==> config.mk <==
export PLATFORM = sky130hd
export DESIGN_NAME = button_debouncer
export DESIGN_NICKNAME = d
export VERILOG_FILES = /design/src/rtl/button_debouncer.sv
export SDC_FILE = /design/constraint.sdc
export NUM_CORES = 1
export LEC_CHECK = 0
export ABC_AREA = 1
export CAP_MARGIN = 25
export CORE_MARGIN = 2
export CORE_UTILIZATION = 50
export CTS_CLUSTER_SIZE = 25
export DETAILED_ROUTE_END_ITERATION = 8
export HOLD_SLACK_MARGIN = 0.02
export PLACE_DENSITY_LB_ADDON = 0.15
export RECOVER_POWER = 50
export SLEW_MARGIN = 20
export SYNTH_ARGS = -nofsm -noshare
export SYNTH_HDL_FRONTEND = slang
export SYNTH_SLANG_ARGS = --single-unit
==> constraint.sdc <==
create_clock -name clk -period 3 [get_ports clk]
set_input_delay 0.9 -clock clk [delete_from_list [all_inputs] [get_ports clk]]
set_output_delay 0.9 -clock clk [all_outputs]
set_load 0.1 [all_outputs]
==> src/rtl/button_debouncer.sv <==
// Debounces a raw push-button level: dout follows btn_in only after the new value holds for N+1 samples.
// Define DEBOUNCE_SYNC_EN to add a two-flop input synchronizer (latency N+2 instead of N).
module button_debouncer #(
    parameter int DEBOUNCE_CYCLES = 250000,
    parameter int CNT_W           = $clog2(DEBOUNCE_CYCLES)
) (
    input  logic clk,
    input  logic rst_n,
    input  logic btn_in,
    output logic dout,
    output logic busy
);

    typedef enum logic [1:0] {
        IDLE_LO,
        CHK_HI,
        IDLE_HI,
        CHK_LO
    } state_t;

    localparam logic [CNT_W-1:0] CNT_LAST = CNT_W'(DEBOUNCE_CYCLES - 1);

    state_t           state;
    logic [CNT_W-1:0] cnt;
    logic             s;

`ifdef DEBOUNCE_SYNC_EN
    logic sync1;
    logic sync2;

    // NOTE: non-blocking assignments make sync2 take the old sync1, giving two real flop stages.
    always_ff @(posedge clk or negedge rst_n) begin
        if (!rst_n) begin
            sync1 <= 1'b0;
            sync2 <= 1'b0;
        end else begin
            sync1 <= btn_in;
            sync2 <= sync1;
        end
    end

    assign s = sync2;
`else
    assign s = btn_in;
`endif

    // A reversal is tested before the terminal count, so a bounce on the last cycle still rejects.
    always_ff @(posedge clk or negedge rst_n) begin
        if (!rst_n) begin
            state <= IDLE_LO;
            cnt   <= '0;
            dout  <= 1'b0;
            busy  <= 1'b0;
        end else begin
            case (state)
                IDLE_LO: begin
                    if (s) begin
                        state <= CHK_HI;
                        cnt   <= '0;
                        busy  <= 1'b1;
                    end
                end
                CHK_HI: begin
                    if (!s) begin
                        state <= IDLE_LO;
                        busy  <= 1'b0;
                    end else if (cnt == CNT_LAST) begin
                        state <= IDLE_HI;
                        dout  <= 1'b1;
                        busy  <= 1'b0;
                    end else begin
                        cnt <= cnt + CNT_W'(1);
                    end
                end
                IDLE_HI: begin
                    if (!s) begin
                        state <= CHK_LO;
                        cnt   <= '0;
                        busy  <= 1'b1;
                    end
                end
                CHK_LO: begin
                    if (s) begin
                        state <= IDLE_HI;
                        busy  <= 1'b0;
                    end else if (cnt == CNT_LAST) begin
                        state <= IDLE_LO;
                        dout  <= 1'b0;
                        busy  <= 1'b0;
                    end else begin
                        cnt <= cnt + CNT_W'(1);
                    end
                end
                default: begin
                    state <= IDLE_LO;
                    cnt   <= '0;
                    dout  <= 1'b0;
                    busy  <= 1'b0;
                end
            endcase
        end
    end

endmodule

==> run metrics <==
maximum VDD drop=0.384 mV; register area share after synthesis=39.4%; CTS Root Cell=clkbuf_4; Clock Power Share=25.1%; WP data required=3.25 ns; P_int=0.000376 W; postcts setup bufs=0; initial antenna violation count=0; outcome=finished clean; CTS hold repair buffers=0; TritonCTS clock tree=yes; routability congestion estimate=0.945; Max FO, Critical Path=22; GRT overflow=0; cts repair resizes=0; Avg WL per Cell=12.9 um; Synth cell types=22; logic gate share of total power=16.0%; RR Startpoint=cnt[0]$_DFFE_PN0P_; first-pass GRT wire length=5310 um; Vias/cell=5.33; share of cells above drive strength 1=7.35%; input/output buffers=4; row count=19; largest net degree at the start of global routing=24; Max Slew Vio Count=0; DPL Wire Length=2240 um; Crit Path Category=primary input to async pin; worst path bufs/invs=2; WP data arrival=2.31 ns; Top delay family on crit path=buffers and inverters; Pwr Density=382 nW/um2; Static Leak=0.681 nW; Worst Hold Endpoint=busy$_DFFE_PN0P_; final WL=3030 um; Net count, final=210; Setup crit start kind=primary input; H-Tree Depth=1; core area=2710 um2; Antenna Cells=0; critical path's slowest cell=clkbuf_1; Hold Startpoint=busy$_DFFE_PN0P_; final core occ=54.0%; Slew HR=19.0%; die area=3230 um2; Antenna Nets Post-Route=0; type of the worst min-delay path=register to register; fin crit period=2.06 ns; most frequent cells in the layout=nand2_1 (67), nor2_1 (31), dfrtp_1 (22); final period utilization=68.7%; clk slew on worst S/H paths=0.13 ns; final setup fails=0; endpoints failing hold=0; slowest stage delay, CP=0.89 ns; Cell Chain, Critical Path=dlygate4sd3_1 -> clkbuf_1; Syn Area/Cell=7.02 um2; Max-Cap Viols=0; Mapped Nets=203; Slew @ Worst Pin=1.21 ns; yosys warns=0; Worst setup EP type=async pin; vias in the first global route=1210; I/O pin count=5; setup_tns=0 ns; WHS Path Cells=2; Seq cells post-synth=22; clock skew=0.0138 ns; DRC viols=0; switching part of the total=32.7%; RSZ-0062 raised after global routing=no; worst r2r path cells=10; initial core utilization=51.5%; GRT Total Usage=21.1%; DR iter-0 viols=34; Switching Power=0.000182 W; routed via count=1253; Die Span Y=56.8 um; Area Growth Syn to Fin=4.75%; die width=56.8 um; Bufs on Longest Clock Path=2; Synth Cell Area=1400 um2; R2R setup slack=1.06 ns; Cells after Synth=199; total power=0.000558 W; WHS=0.511 ns; Sequential Power Share=58.8%; clock latency on the worst-skew pair=0.31 ns; cts bufs inserted=3; clock sink count=22; R2R Path End=cnt[11]$_DFFE_PN0P_; FMAX=0.485 GHz; Initial DRT Pass Iterations=4; commonest non-fill, non-tap cell in the layout=nand2_1
==> routing by layer <==
metal	vias to the layer above	global-route usage (%)	routed length [um]
li1	630	-	-
met3	8	2.30	143
met5	-	0	0
met4	0	9.63	63
met2	33	34.6	1470
met1	582	28.0	1350
==> flip-flops by register name, indices dropped and copies added (netlist names), named ones only <==
| name | cells |
|---|---|
| state | 1 |
| dout | 1 |
| busy | 1 |
| cnt | 18 |
==> how the worst max path moves through the flow <==
stage / from / endpoint / slack (ns) / cells past startpoint
3_5_place_dp: btn_in / dout$_DFFE_PN0P_ / 0.76 / 8
2_1_floorplan: busy$_DFFE_PN0P_ / busy / 1.20 / 0
3_3_place_gp: btn_in / cnt[13]$_DFFE_PN0P_ / 0.85 / 7
6_report: rst_n / cnt[4]$_DFFE_PN0P_ / 0.94 / 2
5_1_grt: rst_n / cnt[5]$_DFFE_PN0P_ / 0.73 / 2
4_1_cts: busy$_DFFE_PN0P_ / busy / 1.10 / 1
==> kinds of logic (layout without fill, tap and decap cells) <==
family                     Yosys count  in the layout  share of synthesized area [%]
DFF                                 22             22                           39.4
AOI/OAI and AO/OA                   14             14                           5.73
xor gates and xnor gates            10             10                           6.27
buffers and inverters               24             29                           7.53
adders and majority gates            1              1                          0.896
and+or+nand+nor                    128            128                           40.1
==> power groups by stage <==
stage          sequential, W  clock, W  combinational [W]
6_report            0.000329  0.000140          0.0000895
5_1_grt             0.000331  0.000154          0.0000968
4_1_cts             0.000328  0.000141          0.0000921
3_5_place_dp        0.000334         0          0.0000921
3_3_place_gp        0.000333         0          0.0000908
2_1_floorplan       0.000354         0          0.0000428
==> final cells by class <==
class / instances / area [um2]
fillers: 265 / 1250
multi-input cells: 153 / 733
flip-flops and latches: 22 / 551
inverters: 21 / 78.8
repair buffers: 5 / 38.8
well taps: 31 / 38.8
clock buffers: 3 / 22.5
==> through the flow <==
step | worst slack [ns] | cell area (um2) | std cells
global placement | 0.854 | 1450 | 232
floorplan | 1.20 | 1400 | 199
detailed placement | 0.763 | 1450 | 232
finish | 0.938 | 1460 | 235
global route | 0.729 | 1460 | 235
CTS | 1.10 | 1470 | 235
==> synth_stat cells <==
| cell | number | share of area, % |
|---|---|---|
| xnor2_1 | 2 | 1.3 |
| ha_1 | 1 | 0.90 |
| clkinv_1 | 1 | 0.27 |
| clkbuf_1 | 1 | 0.27 |
| nand2_1 | 67 | 18 |
| o21ai_0 | 6 | 2.2 |
| and2_1 | 2 | 0.90 |
| nand3_1 | 17 | 6.1 |
| nand2_4 | 2 | 1.6 |
| dfrtp_1 | 22 | 39 |
| o21ai_1 | 5 | 1.8 |
| inv_1 | 18 | 4.8 |
| nand4_1 | 5 | 2.2 |
| o21ai_2 | 2 | 1.3 |
| xor2_1 | 8 | 5.0 |
| o21bai_1 | 1 | 0.54 |
| nand2_2 | 2 | 0.90 |
| nor2_1 | 30 | 8.1 |
| inv_2 | 2 | 0.54 |
| nor2_4 | 2 | 1.6 |
| buf_6 | 2 | 1.6 |
| nand3_2 | 1 | 0.72 |
(Power assumes the default switching activity.)
